### config.mk
export PLATFORM = sky130hd
export DESIGN_NAME = mips_mc_ctrl
export DESIGN_NICKNAME = d
export VERILOG_FILES = /design/src/rtl/mips_mc_ctrl.sv
export SDC_FILE = /design/constraint.sdc
export NUM_CORES = 1
export LEC_CHECK = 0
export CAP_MARGIN = 20
export CELL_PAD_IN_SITES_DETAIL_PLACEMENT = 1
export CELL_PAD_IN_SITES_GLOBAL_PLACEMENT = 1
export CORE_MARGIN = 1.5
export CORE_UTILIZATION = 21
export CTS_CLUSTER_DIAMETER = 60
export DETAILED_ROUTE_END_ITERATION = 16
export MAX_ROUTING_LAYER = met4
export PLACE_DENSITY_LB_ADDON = 0.1
export SLEW_MARGIN = 20
export SYNTH_ARGS = -nofsm -noshare
export SYNTH_HDL_FRONTEND = slang
export SYNTH_SLANG_ARGS = --single-unit
### constraint.sdc
create_clock -name clk -period 2.6 [get_ports clk]
set_input_delay 0.26 -clock clk [delete_from_list [all_inputs] [get_ports clk]]
set_output_delay 0.26 -clock clk [all_outputs]
set_load 0.1 [all_outputs]
### src/rtl/mips_mc_ctrl.sv
// Multi-cycle MIPS control unit: owns the state register, decodes the latched IR
// and drives all datapath enables/selects. Perf counters built only with MC_CTRL_PERF_EN.
//
// state    | meaning
// ---------+-------------------------------------------------------------
// IF       | fetch: request PC, load IR and PC+4 when memory is ready
// ID       | decode; ALU precomputes the branch target
// EX_R     | R-type ALU operation on regA/regB
// WB_R     | write ALUOut to rd
// EX_I     | immediate ALU operation (ADDI/ADDIU/XORI)
// WB_I     | write ALUOut to rt
// EX_ADDR  | effective address for LW/SW
// MEM_LW   | load access, held until mem_ready
// WB_LW    | write MDR to rt
// MEM_SW   | store access, held until mem_ready
// EX_BR    | BEQ/BNE compare, conditional PC write
// JUMP     | J/JR/JAL PC write
// JAL_LINK | write PC+4 to $31 before the jump
// TRAP     | undecodable instruction, one-cycle illegal pulse
module mips_mc_ctrl #(
  parameter int ALUOP_W = 2,
  parameter int CNT_W   = 32
) (
  input  logic               clk,
  input  logic               reset_n,
  input  logic [31:0]        instr,
  input  logic               mem_ready,
  output logic               mem_req,
  output logic [1:0]         pc_we,
  output logic               mem_we,
  output logic               ir_we,
  output logic               reg_we,
  output logic               mem_in,
  output logic [1:0]         dst,
  output logic               reg_in,
  output logic               ALUsrcA,
  output logic [1:0]         ALUsrcB,
  output logic [ALUOP_W-1:0] ALUop,
  output logic [1:0]         pc_src,
  output logic               illegal,
  output logic [3:0]         state_dbg,
  output logic [CNT_W-1:0]   cycle_cnt,
  output logic [CNT_W-1:0]   retire_cnt
);

  typedef enum logic [3:0] {
    S_IF       = 4'd0,
    S_ID       = 4'd1,
    S_EX_R     = 4'd2,
    S_WB_R     = 4'd3,
    S_EX_I     = 4'd4,
    S_WB_I     = 4'd5,
    S_EX_ADDR  = 4'd6,
    S_MEM_LW   = 4'd7,
    S_WB_LW    = 4'd8,
    S_MEM_SW   = 4'd9,
    S_EX_BR    = 4'd10,
    S_JUMP     = 4'd11,
    S_JAL_LINK = 4'd12,
    S_TRAP     = 4'd13
  } state_t;

  localparam logic [ALUOP_W-1:0] ALU_ADD = ALUOP_W'(0);
  localparam logic [ALUOP_W-1:0] ALU_SUB = ALUOP_W'(1);
  localparam logic [ALUOP_W-1:0] ALU_SLT = ALUOP_W'(2);
  localparam logic [ALUOP_W-1:0] ALU_XOR = ALUOP_W'(3);

  state_t     state;
  state_t     nxt;
  logic [5:0] op;
  logic [5:0] funct;
  logic       r_alu;
  logic       is_jr;
  logic       unused_bits;

  assign op          = instr[31:26];
  assign funct       = instr[5:0];
  assign unused_bits = ^instr[25:6];
  assign r_alu       = (op == 6'h00) && (funct inside {6'h20, 6'h21, 6'h22, 6'h26, 6'h2A});
  assign is_jr       = (op == 6'h00) && (funct == 6'h08);

  always_comb begin
    nxt = S_IF;
    case (state)
      S_IF:       nxt = mem_ready ? S_ID : S_IF;
      S_ID: begin
        if (r_alu)                                  nxt = S_EX_R;
        else if (is_jr)                             nxt = S_JUMP;
        else if (op inside {6'h08, 6'h09, 6'h0E})   nxt = S_EX_I;
        else if (op inside {6'h23, 6'h2B})          nxt = S_EX_ADDR;
        else if (op inside {6'h04, 6'h05})          nxt = S_EX_BR;
        else if (op == 6'h02)                       nxt = S_JUMP;
        else if (op == 6'h03)                       nxt = S_JAL_LINK;
        else                                        nxt = S_TRAP;
      end
      S_EX_R:     nxt = S_WB_R;
      S_WB_R:     nxt = S_IF;
      S_EX_I:     nxt = S_WB_I;
      S_WB_I:     nxt = S_IF;
      S_EX_ADDR:  nxt = (op == 6'h23) ? S_MEM_LW : S_MEM_SW;
      S_MEM_LW:   nxt = mem_ready ? S_WB_LW : S_MEM_LW;
      S_WB_LW:    nxt = S_IF;
      S_MEM_SW:   nxt = mem_ready ? S_IF : S_MEM_SW;
      S_EX_BR:    nxt = S_IF;
      S_JAL_LINK: nxt = S_JUMP;
      S_JUMP:     nxt = S_IF;
      S_TRAP:     nxt = S_IF;
      default:    nxt = S_IF;
    endcase
  end

  always_ff @(posedge clk or negedge reset_n) begin
    if (!reset_n) state <= S_IF;
    else          state <= nxt;
  end

  // Outputs are decoded from state; holding reset_n low forces all of them to 0.
  always_comb begin
    mem_req   = 1'b0;
    pc_we     = 2'd0;
    mem_we    = 1'b0;
    ir_we     = 1'b0;
    reg_we    = 1'b0;
    mem_in    = 1'b0;
    dst       = 2'd0;
    reg_in    = 1'b0;
    ALUsrcA   = 1'b0;
    ALUsrcB   = 2'd0;
    ALUop     = ALU_ADD;
    pc_src    = 2'd0;
    illegal   = 1'b0;
    state_dbg = 4'd0;
    if (reset_n) begin
      state_dbg = state;
      case (state)
        S_IF: begin
          mem_req = 1'b1;
          ir_we   = mem_ready;
          pc_we   = {1'b0, mem_ready};
        end
        S_ID: ALUsrcB = 2'd3;
        S_EX_R: begin
          ALUsrcA = 1'b1;
          ALUsrcB = 2'd1;
          case (funct)
            6'h22:   ALUop = ALU_SUB;
            6'h26:   ALUop = ALU_XOR;
            6'h2A:   ALUop = ALU_SLT;
            default: ALUop = ALU_ADD;
          endcase
        end
        S_WB_R: begin
          reg_we = 1'b1;
          reg_in = 1'b1;
        end
        S_EX_I: begin
          ALUsrcA = 1'b1;
          ALUsrcB = 2'd2;
          ALUop   = (op == 6'h0E) ? ALU_XOR : ALU_ADD;
        end
        S_WB_I: begin
          reg_we = 1'b1;
          dst    = 2'd1;
          reg_in = 1'b1;
        end
        S_EX_ADDR: begin
          ALUsrcA = 1'b1;
          ALUsrcB = 2'd2;
        end
        S_MEM_LW: begin
          mem_req = 1'b1;
          mem_in  = 1'b1;
        end
        S_WB_LW: begin
          reg_we = 1'b1;
          dst    = 2'd1;
        end
        S_MEM_SW: begin
          mem_req = 1'b1;
          mem_in  = 1'b1;
          mem_we  = 1'b1;
        end
        S_EX_BR: begin
          ALUsrcA = 1'b1;
          ALUsrcB = 2'd1;
          ALUop   = ALU_SUB;
          pc_src  = 2'd1;
          pc_we   = (op == 6'h05) ? 2'd3 : 2'd2;
        end
        S_JAL_LINK: begin
          reg_we = 1'b1;
          dst    = 2'd2;
          reg_in = 1'b1;
        end
        S_JUMP: begin
          pc_we  = 2'd1;
          pc_src = is_jr ? 2'd2 : 2'd3;
        end
        S_TRAP:  illegal = 1'b1;
        default: ;
      endcase
    end
  end

`ifdef MC_CTRL_PERF_EN
  logic retire;

  // TRAP returns to IF without retiring, so only the real final states count.
  assign retire = (nxt == S_IF) &&
                  (state inside {S_WB_R, S_WB_I, S_WB_LW, S_MEM_SW, S_EX_BR, S_JUMP});

  always_ff @(posedge clk or negedge reset_n) begin
    if (!reset_n) begin
      cycle_cnt  <= '0;
      retire_cnt <= '0;
    end else begin
      cycle_cnt <= cycle_cnt + CNT_W'(1);
      if (retire) retire_cnt <= retire_cnt + CNT_W'(1);
    end
  end
`else
  assign cycle_cnt  = '0;
  assign retire_cnt = '0;
`endif

endmodule

Word-level counts from Yosys, hierarchy flattened
Index checks and enable logic that the tools add are counted.
- divide/modulo/power cells: 0
- order comparisons: 0
- shift operators: 0
- equal/unequal tests: 28
- reductions and logical operators: 16
- bitwise logic cells: 0
- mux-type cells: 43
- $add $sub $neg: 0
- $mul: 0
- operator list (operator ; count):
    $eq A6 B6 Y1 const B ; 7
    $mux W4 ; 8
    $pmux W4 S8 ; 1
    $eq A4 B4 Y1 const B ; 6
    $eq A6 B4 Y1 const B ; 4
    $pmux W2 S3 ; 4
    $mux W1 ; 20
    $eq A4 B3 Y1 const B ; 4
    $eq A6 B2 Y1 const B ; 2
    $eq A6 B3 Y1 const B ; 2
    $mux W2 ; 6
    $eq A4 B2 Y1 const B ; 2
    $pmux W2 S2 ; 2
    $reduce_or A2 Y1 ; 4
    $reduce_or A4 Y1 ; 2
    $logic_not A6 Y1 ; 1
    $mux W3 ; 2
    $reduce_or A3 Y1 ; 2
    $reduce_bool A5 Y1 ; 1
    $eq A4 B1 Y1 const B ; 1
    $logic_not A4 Y1 ; 1
    $reduce_bool A2 Y1 ; 2
    $reduce_bool A3 Y1 ; 1
    $logic_and A1 B1 Y1 ; 2
- memory bits (read-only): 0
- bits in writable memories: 0
- word-level logic and storage cells: 88
- register bits: 4
- memories: 0
- output and inout bits: 86
- bits of input ports: 35
- bits in latches: 0

Longest topological paths before layout
Gate-level depths: netlist of run 1.
- depth after elaboration: 9
- gate-level depth with buffers: 6
- gate-level depth less buffers: 5

Least setup slack after synthesis of run 1
Ideal clock, no wire load.
- kind: flip-flop to output port
- start point: register state[1]
- end point: output ALUsrcA
- slack: -1.563 ns
- path buffers: 1
- stages on the path, launching flop included: 4
- arrival: 3.903 ns
- data required time: 2.340 ns
- cells stage by stage: dfrtp_1 > clkbuf_1 > nor2_1 > nor4b_1
- word-level cells in the longest chain between the ends: 4
- elaborated cells between the ends (all ways): 7
- those cells by class: eq/ne (4); mux (2); reduce/logical (1)
- RTL lines (what ; line ; source):
    from (decl) ; 68 ; state_t state;
    from (signal assigned) ; 114 ; else state <= nxt;
    $eq A4 B2 Y1, or another cell as far along ; 135 ; case (state)
    $reduce_or A4 Y1 (no source line) (*) ; -- ;
    $mux W1 (*) ; 135 ;
    $mux W1 (*) ; 133 ; if (reset_n) begin
    to (decl) ; 36 ; output logic ALUsrcA,
Every way passes the cells marked *; elsewhere a longest branch is shown, timed or not.

Final worst setup path of run 1
- start point: input instr[29]
- end point: output pc_we[0]
- word-level cells in the longest chain between the ends: 4
- RTL lines (what ; line ; source):
    from (decl) ; 26 ; input logic [31:0] instr,
    $eq A6 B3 Y1 ; 188 ; pc_we = (op == 6'h05) ? 2'd3 : 2'd2;
    $mux W1 ; 188 ;
    $pmux W2 S3 ; 135 ;
    $mux W2 ; 133 ;
    to (decl) ; 29 ; output logic [1:0] pc_we,
No other way between the ends.

==> impl_metrics.py, run 1 <==
metrics = {
    "outcome": {
        "outcome": "finished clean",
    },
    "timing": {
        "hold_viol_final": 0,
        "worstMarginPinSlew_ps": 554,
        "finalClockSkew_ps": 0.372,
        "max-slew-margin-rel_pct": 63.0,
        "rsz0062_at_grt": "false",
        "setup_viol_count_final": 0,
        "clock.fmax_mhz": 421,
        "holdWs_ps": 382,
        "final.min_clock_period_ps": 2380,
        "slew_violations": 0,
        "period_share_pct": 91.5,
    },
    "route": {
        "num_vias": 1213,
        "via_per_inst": 3.95,
        "first_iter_violations": 58,
        "wirelength_mm": 3.68,
        "routedWlPerCell_um": 12.0,
        "drc": 0,
        "first_pass_iters": 4,
        "ant_nets": 0,
    },
    "critical_path": {
        "end_kind": "primary output",
        "crit_chain": "clkdlybuf4s50_1 -> or3_4 -> and4bb_2 -> o21ai_0 -> a211oi_4 -> buf_12",
        "critPathSlowestCell": "clkdlybuf4s50_1",
        "crit_arrival_ps": 2120,
        "worst-setup-path-type": "in2out",
        "cp_max_fo": 4,
        "path_delay_family": "simple AND/OR/NAND/NOR gates",
        "worst-path-buf-inv": 2,
        "max_stage_delay_ps": 460,
        "cp.required_ps": 2340,
        "start_kind": "input pin",
    },
    "finish": {
        "instances_no_fill": 307,
        "fill_cells": 760,
        "largestRegisters": "state (4)",
        "final_common_cell": "conb_1",
        "largest_reg_flops": 4,
        "largest_register": "state",
        "drive_gt1_share_pct": 19.8,
        "area_growth_pct": 39.5,
        "final_nets": 269,
        "final_cell_mix": "conb_1, nor2_1, buf_12",
        "num_antenna_cells": 0,
    },
    "job": {
        "maxCapViolCount": 0,
    },
    "placed_design": {
        "io_buffer_count": 36,
        "placed_cells": 304,
        "place_congestion": 0.743,
        "dp_hpwl_mm": 2.97,
    },
    "grt": {
        "grt_use_total_pct": 11.2,
        "grt_remaining_overflow": 0,
        "grt_max_degree": 21,
        "grt_pass1_wl_mm": 5.63,
        "antenna_found_initial": 0,
        "grt_pass1_vias": 1119,
    },
    "clock_tree": {
        "path_clk_slew_ps": 30,
        "post_cts_buffers": 0,
        "clock-root-buffer": "clkbuf_8",
        "numClockSinks": 4,
        "cts_tree": "done",
        "cts_buffer_depth": 2,
        "numCtsBuffers": 3,
        "cts.htree.levels": 1,
        "worstSkewPairLatency_ps": 220,
        "cts_resized": 0,
        "hold_buffers": 0,
    },
    "yosys": {
        "syn_area_per_cell_sq_um": 6.62,
        "ys_seq_area_share_pct": 7.67,
        "synthDistinctLibCells": 42,
        "yosysWarnings": 0,
        "synth_cells": 197,
        "yosys_register_bits": 4,
        "syn-cell-area_sq_mm": 0.00131,
    },
    "die": {
        "start_util_pct": 21.9,
        "die_width_um": 81.8,
        "fp.dieH_um": 81.8,
        "ios": 121,
        "row_count": 28,
        "dieArea_sq_mm": 0.00670,
        "placeableCoreArea_sq_mm": 0.00596,
    },
    "power_and_ir_drop": {
        "vdd_drop_max_mv": 0.398,
        "p_per_area_mw_per_mm2": 1170,
        "p_leak_nw": 0.791,
    },
    "worst_hold_path": {
        "min_path_type": "in2async",
    },
}
final timing paths:
kind	slack, ps	startpoint	endpoint	cells past startpoint
worst max-delay path	220	instr[29]	pc_we[0]	6
max in group asynchronous	2080	reset_n	state[2]$_DFF_PN0_	2
worst min-delay path	380	reset_n	state[1]$_DFF_PN0_	2
min in group clk	670	state[2]$_DFF_PN0_	state[1]$_DFF_PN0_	3
worst max register to register	500	state[1]$_DFF_PN0_	state[0]$_DFF_PN0_	5
worst min register to register	670	state[2]$_DFF_PN0_	state[1]$_DFF_PN0_	3
synthesized netlist by cell type:
cell type   n  area share (%)
a2111oi_2   1             1.2
a211oi_1    1            0.58
a21oi_1    10             3.8
a22o_1      1            0.67
a22oi_1     1            0.58
a31oi_1     5             2.4
and2_1      3             1.4
and2b_1     1            0.58
and4bb_2    1            0.96
buf_1       1            0.29
buf_2       3             1.2
buf_4      64              37
clkbuf_1    4             1.2
clkinv_1    1            0.29
conb_1      1            0.29
dfrtp_1     4             7.7
inv_1       8             2.3
nand2_1    11             3.2
nand2b_1    3             1.4
nand3_1     2            0.77
nand4_1     2            0.96
nand4b_1    2             1.3
nand4b_4    1             1.8
nor2_1     26             7.5
nor2b_1     5             2.4
nor3_1     10             3.8
nor3b_1     1            0.58
nor3b_2     1            0.96
nor4_1      1            0.48
nor4b_1     2             1.3
nor4bb_1    1            0.77
o211ai_1    2             1.2
o21ai_0     7             2.7
o221ai_1    1            0.67
o22ai_1     1            0.48
o31ai_1     1            0.58
or3_1       1            0.48
or3_4       2             1.7
or3b_1      1            0.67
or4b_2      1            0.77
xnor2_1     1            0.67
xor2_1      1            0.67
report_power, final:
group	switching [mW]	total (mW)	internal (mW)	leakage [nW]
Sequential	0.0580	0.149	0.0914	0.0508
Clock	0.0325	0.131	0.0987	0.0216
Combinational	1.37	1.84	0.474	0.718
Total	1.46	2.12	0.664	0.791
metal layers:
layer | wire length (um) | vias up | part of all wire, % | track usage [%]
met3 | 156 | 0 | 4.2 | 0.667
met5 | 0 | - | 0 | -
li1 | - | 603 | - | -
met4 | 0 | 0 | 0 | 3.05
met1 | 1740 | 560 | 47 | 14.7
met2 | 1780 | 50 | 48 | 18.6
final cells by class:
type / instances / area, sq um / share of cell area, %
clock buffers: 3 / 41.3 / 2.27
repair buffers: 41 / 606 / 33.3
multi-input cells: 175 / 946 / 52.0
flip-flops and latches: 4 / 100 / 5.50
well taps: 75 / 93.8 / 5.15
inverters: 9 / 33.8 / 1.86
cell families (layout without fill, tap and decap cells):
family	after synthesis	count (layout)	share of synthesized area (%)
and+or+nand+nor	78	78	33.9
buffers and inverters	81	53	42.0
AOI/OAI and AO/OA	31	31	14.8
DFF	4	4	7.67
other	1	64	0.287
xor gates and xnor gates	2	2	1.34
per-stage QoR:
stage	setup TNS, ps	power [mW]	instance area [sq um]	utilization (%)	setup slack, ps
floorplan	-971	1.59	1590	-	-579
global placement	0	2.00	1780	29.9	208
detailed placement	0	2.00	1780	29.9	205
CTS	0	2.14	1820	30.6	199
global route	0	2.24	1820	30.6	59.4
finish	0	2.12	1820	30.6	222
(Power assumes the default switching activity.)
==> run 2, diff against run 1 <==
--- a/config.mk
+++ b/config.mk
@@ -10,6 +10,7 @@
 export CELL_PAD_IN_SITES_GLOBAL_PLACEMENT = 1
 export CORE_MARGIN = 1.5
 export CORE_UTILIZATION = 21
+export CTS_BUF_LIST = sky130_fd_sc_hd__clkbuf_8 sky130_fd_sc_hd__clkbuf_16
 export CTS_CLUSTER_DIAMETER = 60
 export DETAILED_ROUTE_END_ITERATION = 16
 export MAX_ROUTING_LAYER = met4
@@ -18,3 +19,4 @@
 export SYNTH_ARGS = -nofsm -noshare
 export SYNTH_HDL_FRONTEND = slang
 export SYNTH_SLANG_ARGS = --single-unit
+export TNS_END_PERCENT = 1
==> run 2 against run 1 <==
Compared with the run above: die area is the same; via count shrank 0.33%; sequential cell count unchanged; combinational power barely moved; total power grew 0.26%; critical path depth unchanged; count of clock-buffer cells in the layout stayed put; worst setup slack improved by 20 ps; non-clock buffer count is 2 higher; critical endpoint unchanged.
==> impl_metrics.py, run 2 (synthesis gave the netlist of run 1 again) <==
metrics = {
    "critical_path": {
        "end_kind": "primary output",
        "max_stage_delay_ps": 500,
        "worst-setup-path-type": "in2out",
        "crit_arrival_ps": 2100,
        "path_delay_family": "simple AND/OR/NAND/NOR gates",
        "critPathSlowestCell": "clkdlybuf4s50_1",
        "worst-path-buf-inv": 2,
        "cp.required_ps": 2340,
        "cp_max_fo": 5,
        "crit_chain": "clkdlybuf4s50_1 -> or3_4 -> and4bb_2 -> o21ai_0 -> a211oi_2 -> buf_12",
        "r2r_setup_slack_ps": 570,
        "start_kind": "input pin",
    },
    "grt": {
        "grt_pass1_vias": 1116,
        "grt_pass1_wl_mm": 5.63,
        "grt_use_total_pct": 11.3,
        "use_met2_pct": 18.9,
        "met3_usage_pct": 1.67,
        "grt.met1_usage_pct": 14.6,
        "antenna_found_initial": 0,
        "grt_remaining_overflow": 0,
        "top_usage_layer": "met2",
        "grt_max_degree": 18,
    },
    "placed_design": {
        "io_buffer_count": 36,
        "place_congestion": 0.732,
        "placed_cells": 306,
        "dp_hpwl_mm": 3.07,
        "place_ws_ps": 216,
    },
    "finish": {
        "final_common_cell": "conb_1",
        "largest_register": "state",
        "area_growth_pct": 38.4,
        "final_cell_mix": "conb_1, nor2_1, buf_12",
        "fill_cells": 769,
        "largest_reg_flops": 4,
        "num_antenna_cells": 0,
        "instances_no_fill": 309,
        "drive_gt1_share_pct": 18.4,
        "final_nets": 271,
        "seqCellArea_sq_um": 100,
        "largestRegisters": "state (4)",
        "multi_input_area_sq_um": 916,
    },
    "die": {
        "ios": 121,
        "start_util_pct": 21.9,
        "dieArea_sq_mm": 0.00670,
        "placeableCoreArea_sq_mm": 0.00596,
        "fp.dieH_um": 81.8,
        "row_count": 28,
        "die_width_um": 81.8,
    },
    "clock_tree": {
        "numCtsBuffers": 3,
        "hold_buffers": 0,
        "cts_buffer_depth": 2,
        "worstSkewPairLatency_ps": 220,
        "clock-root-buffer": "clkbuf_8",
        "cts_tree": "done",
        "numClockSinks": 4,
        "cts.htree.levels": 1,
        "path_clk_slew_ps": 30,
        "post_cts_buffers": 0,
        "cts_resized": 0,
    },
    "power_and_ir_drop": {
        "vdd_drop_max_mv": 0.586,
        "p_per_area_mw_per_mm2": 1180,
        "p_leak_nw": 0.798,
    },
    "timing": {
        "setup_viol_count_final": 0,
        "hold_viol_final": 0,
        "holdWs_ps": 392,
        "rsz0062_at_grt": "false",
        "clock.fmax_mhz": 424,
        "final.min_clock_period_ps": 2360,
        "slew_violations": 0,
        "finalClockSkew_ps": 2.72,
        "period_share_pct": 90.7,
        "fin_ws_ps": 242,
        "fin_tns_setup_ps": 0,
    },
    "route": {
        "routedWlPerCell_um": 12.0,
        "wirelength_mm": 3.70,
        "num_vias": 1209,
        "ant_nets": 0,
        "first_iter_violations": 20,
        "drc": 0,
        "via_per_inst": 3.91,
        "first_pass_iters": 3,
    },
    "worst_hold_path": {
        "min_path_type": "in2async",
    },
    "job": {
        "maxCapViolCount": 0,
    },
    "outcome": {
        "outcome": "finished clean",
    },
}
-- run 2: cell types whose count changed in the layout (fill, tap and decap cells not counted) --
cell      before  now
a21oi_2        2    0
a21oi_1        8   10
nor3_1         6    9
a211oi_4       1    0
buf_4          6    8
nor3_2         4    1
a211oi_2       0    1
-- run 2: through the flow --
stage,util [%],cell area (sq um),power [mW]
2_1_floorplan,-,1560,1.56
3_3_place_gp,29.6,1760,2.01
3_5_place_dp,29.6,1760,2.01
4_1_cts,30.3,1810,2.15
5_1_grt,30.3,1810,2.24
6_report,30.3,1810,2.13
-- run 2: layout make-up --
cell class / count / share of cell area [%]
clock buffers: 3 / 2.29
inverters: 9 / 1.87
multi-input cells: 175 / 50.7
flip-flops and latches: 4 / 5.54
well taps: 75 / 5.20
repair buffers: 43 / 34.4
-- run 2: final timing paths --
check | start | endpoint | depth (start not counted)
setup / recovery | instr[30] | pc_we[0] | 6
hold / removal | reset_n | state[3]$_DFF_PN0_ | 2
setup reg to reg | state[1]$_DFF_PN0_ | state[0]$_DFF_PN0_ | 5
hold reg to reg | state[0]$_DFF_PN0_ | state[1]$_DFF_PN0_ | 3
max in group asynchronous | reset_n | state[1]$_DFF_PN0_ | 2
min in group clk | state[0]$_DFF_PN0_ | state[1]$_DFF_PN0_ | 3
-- run 2: where the power goes --
| part | leakage (nW) | internal, mW | switching, mW |
|---|---|---|---|
| clock network | 0.0216 | 0.0986 | 0.0312 |
| registers | 0.0508 | 0.0915 | 0.0544 |
| logic | 0.726 | 0.490 | 1.36 |
| total | 0.798 | 0.680 | 1.45 |
-- run 2: routing by layer --
layer / up-vias / share of wire (%) / wire length [um]
li1: 613 / - / -
met1: 541 / 46 / 1710
met2: 55 / 49 / 1800
met3: 0 / 5.1 / 189
met4: 0 / 0 / 0
met5: - / 0 / 0
==> run 3, diff against run 2 <==
--- a/config.mk
+++ b/config.mk
@@ -5,11 +5,12 @@
 export SDC_FILE = /design/constraint.sdc
 export NUM_CORES = 1
 export LEC_CHECK = 0
+export ABC_AREA = 1
 export CAP_MARGIN = 20
 export CELL_PAD_IN_SITES_DETAIL_PLACEMENT = 1
 export CELL_PAD_IN_SITES_GLOBAL_PLACEMENT = 1
 export CORE_MARGIN = 1.5
-export CORE_UTILIZATION = 21
+export CORE_UTILIZATION = 20
 export CTS_BUF_LIST = sky130_fd_sc_hd__clkbuf_8 sky130_fd_sc_hd__clkbuf_16
 export CTS_CLUSTER_DIAMETER = 60
 export DETAILED_ROUTE_END_ITERATION = 16
==> run 3 against run 2 <==
Compared with the run above: critical path type is now reg2out; routed wire length decreased by 12%; highest routed layer unchanged; sequential cell count unchanged; sequential share of layout area rose by 0.34 points; largest cell class unchanged.
==> impl_metrics.py, run 3 <==
metrics = {
    "finish": {
        "final_nets": 288,
        "fin_util_pct": 28.2,
        "finalInstanceArea_sq_mm": 0.00170,
        "largest_reg_flops": 4,
        "final_cell_mix": "conb_1, nand2_1, nor2_1",
        "fill_cells": 778,
        "largestRegisters": "state (4)",
        "final_common_cell": "conb_1",
        "drive_gt1_share_pct": 21.1,
        "largest_register": "state",
        "num_antenna_cells": 0,
        "area_growth_pct": 33.9,
    },
    "clock_tree": {
        "cts.htree.levels": 1,
        "post_cts_buffers": 0,
        "path_clk_slew_ps": 30,
        "numClockSinks": 4,
        "cts_tree": "done",
        "cts_buffer_depth": 2,
        "hold_buffers": 0,
        "numCtsBuffers": 3,
        "worstSkewPairLatency_ps": 210,
        "clock-root-buffer": "clkbuf_8",
        "cts_resized": 0,
    },
    "yosys": {
        "ys_seq_area_share_pct": 7.88,
        "syn-cell-area_sq_mm": 0.00127,
        "yosys-top-cells-count": "buf_4, nand2_1, nor2_1",
        "ys_async_sr_fraction_pct": 100,
        "yosys_register_bits": 4,
        "synth_area_leaders": "buf_4, nand2_1, nor2_1, dfrtp_1, nand3_1",
        "synth_most_common_cell": "buf_4",
        "synth_top_area_share_pct": 37.8,
        "synth_area_leader_cell": "buf_4",
        "yosysWarnings": 0,
        "ys.flop_type": "dfrtp_1",
        "synthDistinctLibCells": 22,
        "synth_cells": 214,
        "syn_area_per_cell_sq_um": 5.93,
        "synth_edf_count": 0,
    },
    "power_and_ir_drop": {
        "p_leak_nw": 0.906,
        "vdd_drop_max_mv": 0.634,
        "p_per_area_mw_per_mm2": 1120,
    },
    "grt": {
        "grt_pass1_vias": 1077,
        "grt_remaining_overflow": 0,
        "grt_pass1_wl_mm": 5.11,
        "antenna_found_initial": 0,
        "grt_use_total_pct": 10.1,
        "grt_max_degree": 15,
    },
    "worst_hold_path": {
        "min_path_type": "in2async",
    },
    "critical_path": {
        "cp.required_ps": 2340,
        "crit_arrival_ps": 1810,
        "cp_max_fo": 10,
        "worstRegToRegCells": 7,
        "end_kind": "primary output",
        "worst-setup-path-type": "reg2out",
        "start_kind": "flop",
    },
    "placed_design": {
        "place_congestion": 0.827,
        "io_buffer_count": 36,
        "dp_hpwl_mm": 2.96,
        "placed_area_sq_mm": 0.00166,
    },
    "route": {
        "first_iter_violations": 35,
        "first_pass_iters": 4,
        "wirelength_mm": 3.26,
        "ant_nets": 0,
        "via_per_inst": 3.60,
        "drc": 0,
        "routedWlPerCell_um": 10.0,
        "num_vias": 1174,
    },
    "die": {
        "ios": 121,
        "fp.dieH_um": 82.7,
        "row_count": 28,
        "start_util_pct": 21.1,
        "dieArea_sq_mm": 0.00684,
        "die_width_um": 82.7,
        "placeableCoreArea_sq_mm": 0.00603,
    },
    "timing": {
        "period_share_pct": 79.6,
        "rsz0062_at_grt": "false",
        "finalClockSkew_ps": 2.45,
        "final.min_clock_period_ps": 2070,
        "slew_violations": 0,
        "setup_viol_count_final": 0,
        "fin_tns_setup_ps": 0,
        "hold_viol_final": 0,
        "clock.fmax_mhz": 483,
    },
    "job": {
        "maxCapViolCount": 0,
    },
    "outcome": {
        "outcome": "finished clean",
    },
}
[run 3: layout make-up]
cell class                 count  area [sq um]  share of cell area, %
multi-input combinational    180           813                   47.8
timing repair buffer          37           551                   32.4
inverter                      27           101                   5.96
sequential                     4           100                   5.89
tap                           75          93.8                   5.52
clock buffer                   3          41.3                   2.43
[run 3: cells by family (layout without fill, tap and decap cells)]
logic type	after synthesis	after routing	synth area share, %
other	1	64	0.295
AND/OR/NAND/NOR	101	101	37.8
XOR/XNOR	1	1	0.690
flip-flops	4	4	7.88
buffers and inverters	93	67	47.0
AO/OA/AOI/OAI	14	14	6.30
[run 3: critical path: stages (launching register included)]
cell and delay (ps):
dfrtp_1 550, nor3_4 350, nand2_2 110, nor3b_2 160, nor2_1 50, nor2_1 170
buf_12 210
[run 3: worst paths after layout]
check                                      to                from  slack [ps]
max                                  pc_we[0]  state[0]$_DFF_PN0_         530
min                        state[2]$_DFF_PN0_             reset_n         500
max reg2reg                state[0]$_DFF_PN0_  state[0]$_DFF_PN0_        1210
min reg2reg                state[1]$_DFF_PN0_  state[1]$_DFF_PN0_         810
max in group asynchronous  state[0]$_DFF_PN0_             reset_n        1980
min in group clk           state[1]$_DFF_PN0_  state[1]$_DFF_PN0_         810
[run 3: through the flow]
step	setup slack, ps	cells	hold slack (ps)	total power, mW
6_report	529	326	501	1.90
2_1_floorplan	-161	277	-35.6	1.47
3_5_place_dp	539	323	725	1.79
3_3_place_gp	533	323	727	1.79
5_1_grt	358	326	527	2.01
4_1_cts	474	326	510	1.92
[run 3: power by group]
group	leakage, nW	switching (mW)	internal (mW)
clock	0.0216	0.0281	0.0983
combinational	0.833	1.24	0.367
sequential	0.0511	0.0764	0.0913
[run 3: metal layers]
layer  part of all wire (%)  track usage [%]  wire length, um  vias to the layer above
met2                     50             17.4             1640                       52
met4                      0            0.833                0                        0
met1                     43             12.2             1400                      510
li1                       -                -                -                      612
met3                    6.6             2.86              215                        0
met5                      0                -                0                        -
